$ cat config.mk
export PLATFORM = sky130hd
export DESIGN_NAME = tdm_demux4_d_flat
export DESIGN_NICKNAME = d
export VERILOG_FILES = /design/src/rtl/tdm_demux4_d_if.sv /design/src/rtl/tdm_demux4_d.sv /design/src/flat_wrapper.sv
export SDC_FILE = /design/constraint.sdc
export NUM_CORES = 1
export LEC_CHECK = 0
export ABC_AREA = 1
export ABC_CLOCK_PERIOD_IN_PS = 1900
export CAP_MARGIN = 20
export CORE_ASPECT_RATIO = 1.1
export CORE_MARGIN = 1.5
export CORE_UTILIZATION = 23
export CTS_CLUSTER_DIAMETER = 60
export DETAILED_ROUTE_END_ITERATION = 7
export GPL_TIMING_DRIVEN = 0
export PLACE_DENSITY = 0.38
export SETUP_SLACK_MARGIN = 0.15
export SLEW_MARGIN = 20
export SYNTH_ARGS = -nofsm -noshare
export SYNTH_HDL_FRONTEND = slang
export SYNTH_SLANG_ARGS = --single-unit
$ cat constraint.sdc
create_clock -name clk -period 1.9 [get_ports clk]
set_clock_uncertainty 0.1 [all_clocks]
set_input_delay 0.19 -clock clk [delete_from_list [all_inputs] [get_ports clk]]
set_output_delay 0.19 -clock clk [all_outputs]
set_load 0.01 [all_outputs]
$ cat src/rtl/tdm_demux4_d_if.sv
// ============================================================================
// Module  : tdm_demux4_d_if
// Brief   : TDM sample stream in, parallel 4-channel frame out.
// Revision: 1.0 - initial release
// ============================================================================
`default_nettype none

interface tdm_demux4_d_if #(
    parameter int W = 8
);
    logic           in_valid_d;
    logic [W-1:0]   in_d;
    logic           frame_sync_d;
    logic [4*W-1:0] out_d;
    logic           out_valid_d;
    logic [1:0]     slot_d;
    logic           sync_err_d;

    modport master (
        output in_valid_d, in_d, frame_sync_d,
        input  out_d, out_valid_d, slot_d, sync_err_d
    );

    modport slave (
        input  in_valid_d, in_d, frame_sync_d,
        output out_d, out_valid_d, slot_d, sync_err_d
    );
endinterface

`default_nettype wire

$ cat src/rtl/tdm_demux4_d.sv
// ============================================================================
// Module  : tdm_demux4_d
// Brief   : 4-channel TDM demultiplexer; collects 4 serial samples into a
//           parallel frame. Optional sticky sync checker: TDM_SYNC_CHK_EN.
// Revision: 1.0 - initial release
// ============================================================================
`default_nettype none

module tdm_demux4_d #(
    parameter int W = 8
) (
    input  wire logic       clk,
    input  wire logic       rst,
    tdm_demux4_d_if.slave   bus
);

    logic [1:0]     r_slot;
    logic [W-1:0]   r_hold [0:2];
    logic [4*W-1:0] r_out;
    logic           r_out_valid;

    // Channel 3 never needs a holding register: it goes straight into the frame.
    always_ff @(posedge clk) begin
        if (rst) begin
            r_slot      <= 2'd0;
            r_out       <= '0;
            r_out_valid <= 1'b0;
            for (int k = 0; k < 3; k++) begin
                r_hold[k] <= '0;
            end
        end else begin
            r_out_valid <= 1'b0;
            if (bus.frame_sync_d) begin
                if (bus.in_valid_d) begin
                    r_hold[0] <= bus.in_d;
                    r_slot    <= 2'd1;
                end else begin
                    r_slot    <= 2'd0;
                end
            end else if (bus.in_valid_d) begin
                if (r_slot == 2'd3) begin
                    r_out       <= {bus.in_d, r_hold[2], r_hold[1], r_hold[0]};
                    r_out_valid <= 1'b1;
                    r_slot      <= 2'd0;
                end else begin
                    for (int k = 0; k < 3; k++) begin
                        if (r_slot == 2'(k)) begin
                            r_hold[k] <= bus.in_d;
                        end
                    end
                    r_slot <= r_slot + 2'd1;
                end
            end
        end
    end

    assign bus.out_d       = r_out;
    assign bus.out_valid_d = r_out_valid;
    assign bus.slot_d      = r_slot;

`ifdef TDM_SYNC_CHK_EN
    logic r_sync_err;

    // A sync mid-frame means the transmitter and receiver disagreed on alignment.
    always_ff @(posedge clk) begin
        if (rst) begin
            r_sync_err <= 1'b0;
        end else if (bus.frame_sync_d && (r_slot != 2'd0)) begin
            r_sync_err <= 1'b1;
        end
    end

    assign bus.sync_err_d = r_sync_err;
`else
    assign bus.sync_err_d = 1'b0;
`endif

endmodule

`default_nettype wire

$ cat src/flat_wrapper.sv
// flat-port wrapper written by rule: the top's interface ports become plain ports
module tdm_demux4_d_flat 
#(
    parameter int W = 8
)
  (clk, rst, bus_in_valid_d, bus_in_d, bus_frame_sync_d, bus_out_d, bus_out_valid_d, bus_slot_d, bus_sync_err_d);
  tdm_demux4_d_if #(.W(W)) bus_i ();
  input  wire logic clk;
  input  wire logic rst;
  input wire logic [$bits(bus_i.in_valid_d)-1:0] bus_in_valid_d;
  input wire logic [$bits(bus_i.in_d)-1:0] bus_in_d;
  input wire logic [$bits(bus_i.frame_sync_d)-1:0] bus_frame_sync_d;
  output wire logic [$bits(bus_i.out_d)-1:0] bus_out_d;
  output wire logic [$bits(bus_i.out_valid_d)-1:0] bus_out_valid_d;
  output wire logic [$bits(bus_i.slot_d)-1:0] bus_slot_d;
  output wire logic [$bits(bus_i.sync_err_d)-1:0] bus_sync_err_d;
  assign bus_i.in_valid_d = bus_in_valid_d;
  assign bus_i.in_d = bus_in_d;
  assign bus_i.frame_sync_d = bus_frame_sync_d;
  assign bus_out_d = bus_i.out_d;
  assign bus_out_valid_d = bus_i.out_valid_d;
  assign bus_slot_d = bus_i.slot_d;
  assign bus_sync_err_d = bus_i.sync_err_d;
  tdm_demux4_d #(.W(W)) u_core (.clk(clk), .rst(rst), .bus(bus_i));
endmodule
==> results of run 1 <==
==> worst max-delay path by stage <==
stage	startpoint	end	slack, ns
CTS	u_core.bus.slot_d[0]	u_core.r_hold[0][3]	0.23
global route	u_core.bus.slot_d[1]	u_core.r_hold[0][13]	0.18
floorplan	u_core.bus.slot_d[0]	u_core.r_hold[0][0]	0.42
finish	rst	u_core.r_hold[0][11]	0.30
global placement	bus_frame_sync_d	u_core.r_hold[0][19]	0.11
detailed placement	bus_frame_sync_d	u_core.r_hold[0][8]	0.09
==> sequential cells by signal, summed over array words and instances (netlist names) <==
signal	flops
u_core.bus.out_d	8
bus_out_d	24
u_core.bus.slot_d	2
u_core.bus.out_valid_d	1
u_core.r_hold	24
==> cells in the final DEF (no fill, tap or decap), drive strengths merged <==
cell type	count
buf	16
clkbuf	15
nand2	45
o21ai	2
conb	1
nand4	32
dfxtp	35
clkinv	2
nand3	5
clkdlybuf4s50	44
a21oi	34
ha	4
nor2	3
inv	14
edfxtp	24
dlygate4sd3	1
==> per-layer routing <==
metal | up-vias | global-route usage, %
met4 | 0 | 4.592
met2 | 44 | 18.25
li1 | 867 | -
met5 | - | 0
met1 | 780 | 15.39
met3 | 4 | 4.042
==> worst register-to-register path: stages (launching register included) <==
cell	delay, ns
dfxtp_1	0.39
inv_1	0.10
ha_1	0.18
inv_1	0.05
nand2_1	0.05
nand2_1	0.10
nand3_2	0.17
nand2_1	0.14
inv_1	0.09
==> cells by family after synthesis <==
logic type | Yosys count
flip-flops | 59
adder cells (fa/ha/maj) | 4
other | 1
buffers and inverters | 33
AO/OA/AOI/OAI | 36
AND/OR/NAND/NOR | 85
==> report_power, final <==
| group | leakage, nW | switching (W) | internal (W) |
|---|---|---|---|
| clock | 0.0714 | 0.000459 | 0.000451 |
| sequential | 0.533 | 0.0000132 | 0.00136 |
| combinational | 0.482 | 0.0000977 | 0.0000529 |
==> timing repair <==
action,CTS,global route
endpoints found under the hold margin,4,0
buffers inserted,0,0
resized for setup,0,1
setup endpoints to repair,0,6
hold buffers,1,0
==> final cells by class <==
cell class	instances	area (sq um)
buffer	19	136.4
inverter	14	52.55
timing repair buffer	45	450.4
clock inverter	2	7.507
clock buffer	12	135.1
sequential	59	1423
tap	117	146.4
fill	994	6480
multi-input combinational	126	659.4
==> per-stage QoR <==
step	hold WS, ns	std cells
CTS	0.05660	394
global route	0.07803	394
finish	0.07205	394
floorplan	0.2554	218
detailed placement	0.3168	379
global placement	0.3200	379
==> flow_summary.ini, run 1 <==
[run_status]
status = completed

[power_and_ir_drop]
pwr_density_cell_mw_per_mm2 = 809.5
total_power_w = 0.002437
peakVddDrop_mv = 0.2482
total_leakage_power_nw = 1.086

[clock_tree]
clock_latency_ns = 0.33
cts_tree = built
cts_sinks = 59
htreeDepth = 3
clock-root-buffer = clkbuf_8
clock_path_buffers = 2
clkTransAtPathRegs_ns = 0.06
cts-buffers-inserted = 9

[critical_path]
cp.arrival_ns = 1.48
crit_chain = dlygate4sd3_1 > buf_6 > nor2_2 > nand3_1 > nand2_1
cp_max_fo = 10
slowest_stage = dlygate4sd3_1
cp-end-kind = flip-flop
worstSetupPathType = input port to flip-flop
crit_cells = 5
rrSetupSlack_ns = 0.30
cp_num_buf_inv = 2
crit_family = buffers and inverters
cpPeakStageDelay_ns = 0.54
cp-start-kind = input port
worstPathRequired_ns = 1.78
reg2regPathDepth = 8
r2r_end = u_core.r_hold[0][13]
rr_startpoint = u_core.bus.slot_d[1]

[detailed_routing]
drc_errors = 0
wirelength_met1_um = 2858
vias = 1695
drt-wirelength-per-cell_um = 14.82
top_layer = met4
dr.pass1.iters = 4
finalWirelength_um = 5841
wl_met3_um = 265
drtIter0Drc = 59
viasPerCell = 4.302
met2_length_um = 2682
antenna_left = 0

[job]
drv_cap = 0

[global_route]
grt_pass1_wl_um = 9404
antenna_found_initial = 0
grt_max_degree = 11
grt_pass1_vias = 1799
grt_overflow = 0
grtUsageTotal_pct = 11.87

[synth]
synth_fa_ha_area_share_pct = 2.205
synth_edf_count = 24
syn-cell-area_sq_mm = 0.002270
synth.most_common_cell = nand2_1
synth_cell_types = 19
synth_top_cell_by_area = edfxtp_1
muxShareOfSynthArea_pct = 0
yosys_warnings = 0
synthSimpleGateAreaFrac_pct = 18.74
async_flop_share_pct = 0
syn_inst = 218
synth-xor-area-share_pct = 0
yosysSeqAreaShare_pct = 62.62
syn-num-nets = 234
ys_top_cells_by_count = nand2_1 (45), dfxtp_1 (35), a21oi_1 (34)
synth_seq_cells = 59
yosys-top-cells-area = edfxtp_1 (32%), dfxtp_1 (31%), nand4_1 (8.8%)
synth_top_family_by_area = simple AND/OR/NAND/NOR gates
synth-compound-area-share_pct = 7.938
avgSynthCellArea_sq_um = 10.41
synth_ff_type = dfxtp_1
yosys.area.top_type_share_pct = 31.75

[sta]
finalSetupTns_ns = 0
worstMarginPinSlew_ns = 0.5091
maxSlewHeadroom_pct = 66.06
setup_violations = 0
timing.fmax_ghz = 0.6241
rsz0062_at_grt = false
period_share_pct = 84.33
min_period_ns = 1.602
setup_ws_ns = 0.2978
finalHoldViolCount = 0
final-max-slew-violation-count = 0

[die]
die_x_um = 97.72
core_region_area_sq_mm = 0.009490
start_util_pct = 23.92
io_pins = 48
dieArea_sq_mm = 0.01047
die_y_um = 107.2
rows = 37

[placed_design]
place_congestion = 0.6891
port_buffers = 44
dp_hpwl_um = 3934
place_ws_ns = 0.08826
dpl-instance-area_sq_mm = 0.002856

[finish]
final_nets = 290
utilization_pct = 31.72
finalInstanceArea_sq_mm = 0.003010
syn_to_final_growth_pct = 32.64
drive_gt1_share_pct = 11.19
diodes = 0

[hold_path]
min_from = bus_in_valid_d
holdPathEnd = u_core.bus.slot_d[1]
hold-path-cell-count = 3
hp-class = input port to flip-flop
(Power assumes the default switching activity.)
==> run 2: changes to the inputs <==
Settings changed: ABC_CLOCK_PERIOD_IN_PS 1900 to 1600.
Clock period 1.9 ns to 1.6 ns, I/O delays scaled along.
==> flow_summary.ini, run 2 (synthesized netlist as in run 1, its figures left out) <==
[global_route]
grt_max_degree = 11
grt_overflow = 0
grtUsageTotal_pct = 12.05
antenna_found_initial = 0
grt_pass1_vias = 1806
grt_pass1_wl_um = 9646

[finish]
layout_common_cells = dlygate4sd2_1 (35), dfxtp_1 (33), nand4_1 (32)
fillCellCount = 983
drive_gt1_share_pct = 35.52
diodes = 0
final_nets = 302
utilization_pct = 35.75
syn_to_final_growth_pct = 49.50
layout_commonest_cell = dlygate4sd2_1

[detailed_routing]
drtIter0Drc = 68
drt-wirelength-per-cell_um = 15.01
drc_errors = 0
antenna_left = 0
vias = 1776
viasPerCell = 4.364
finalWirelength_um = 6111
dr.pass1.iters = 4

[placed_design]
place_congestion = 0.6889
port_buffers = 44
dp_hpwl_um = 3861

[critical_path]
cp-end-kind = flip-flop
slowest_stage = dfxtp_4
cp_max_fo = 6
rr_startpoint = u_core.bus.slot_d[0]
cp-start-kind = flip-flop
reg2regPathDepth = 8
cpPeakStageDelay_ns = 0.36
r2r_end = u_core.bus.out_d[25]
endpoint = u_core.bus.out_d[25]
rrSetupSlack_ns = 0.16
worstPathRequired_ns = 1.77
crit_top_cell = buf_6
crit_chain = buf_6 > ha_4 > buf_6 > nand3_4 > buf_6 > clkbuf_16 > nand2_4 > a21oi_2
cp.arrival_ns = 1.62
crit_path_start = u_core.bus.slot_d[0]
worstSetupPathType = flip-flop to flip-flop

[hold_path]
hp-class = input port to flip-flop

[clock_tree]
clock-root-buffer = clkbuf_8
clock_path_buffers = 2
cts_sinks = 59
cts_tree = built
clkTransAtPathRegs_ns = 0.06
cts-buffers-inserted = 9
htreeDepth = 3
clock_latency_ns = 0.34

[die]
die_x_um = 97.72
start_util_pct = 23.92
rows = 37
die_y_um = 107.2
dieArea_sq_mm = 0.01047
io_pins = 48
core_region_area_sq_mm = 0.009490

[run_status]
status = completed

[power_and_ir_drop]
total_leakage_power_nw = 1.379
peakVddDrop_mv = 0.3540
pwr_density_cell_mw_per_mm2 = 936.6

[sta]
maxSlewHeadroom_pct = 58.60
timing.fmax_ghz = 0.6937
rsz0062_at_grt = true
min_period_ns = 1.442
worstMarginPinSlew_ns = 0.6210
setup_violations = 0
finalHoldViolCount = 0
period_share_pct = 90.10
final-max-slew-violation-count = 0
finalSetupTns_ns = 0

[job]
drv_cap = 0
-- run 2: through the flow --
stage	worst slack (ns)	instance area [sq um]	hold slack, ns	std cells	power [W]
final	0.1585	3393	0.05306	407	0.003178
after global routing	0.1046	3393	0.06383	407	0.003313
after CTS	0.08917	3068	0.007724	397	0.003203
after detailed placement	-0.1484	2858	0.2855	379	0.001843
after global placement	-0.1583	2858	0.2885	379	0.001845
after floorplan	0.1608	2271	0.2254	218	0.001762
-- run 2: worst min-delay path by stage --
stage                            to      startpoint  cells after the start  slack, ns
4_1_cts        u_core.bus.slot_d[1]             rst                      4      0.008
2_1_floorplan  u_core.bus.out_d[25]     bus_in_d[1]                      2       0.23
5_1_grt               bus_out_d[22]  bus_in_valid_d                      3       0.06
6_report       u_core.bus.slot_d[1]  bus_in_valid_d                      3       0.05
3_5_place_dp   u_core.bus.out_d[31]             rst                      2       0.29
3_3_place_gp   u_core.bus.out_d[24]             rst                      2       0.29
-- run 2: where the power goes --
group | switching, W | internal, W
Combinational | 0.000136 | 0.0000801
Clock | 0.000579 | 0.000749
Sequential | 0.0000176 | 0.00162
-- run 2: area by class of cell --
class / instances / area [sq um] / area share (%)
flip-flops and latches: 59 / 1429 / 42.11
repair buffers: 57 / 568.0 / 16.74
well taps: 117 / 146.4 / 4.314
clock inverters: 3 / 40.04 / 1.180
inverters: 14 / 57.56 / 1.696
plain buffers: 19 / 160.2 / 4.720
clock buffers: 12 / 145.1 / 4.277
multi-input cells: 126 / 847.1 / 24.96
-- run 2: metal layers --
layer / up-vias / wire length, um / track usage (%)
li1: 899 / - / -
met1: 821 / 2796 / 15.28
met2: 45 / 2904 / 18.40
met3: 11 / 291 / 4.237
met4: 0 / 119 / 5.510
met5: - / 0 / 0
-- run 2: repair_timing --
item,4_1_cts,5_1_grt
endpoints found under the hold margin,4,0
pin swaps,8,12
buffers inserted,2,7
setup endpoints to repair,83,65
hold buffers,1,0
gates cloned,0,3
gates resized for setup,61,57
-- run 2: worst max-delay path, delay by kind of cell (launching register included) --
family          cells  cell delay (ns)
compound gates      1             0.12
fa+ha+maj           1             0.14
buf+inv             4             0.52
flops               1             0.36
simple gates        2             0.14
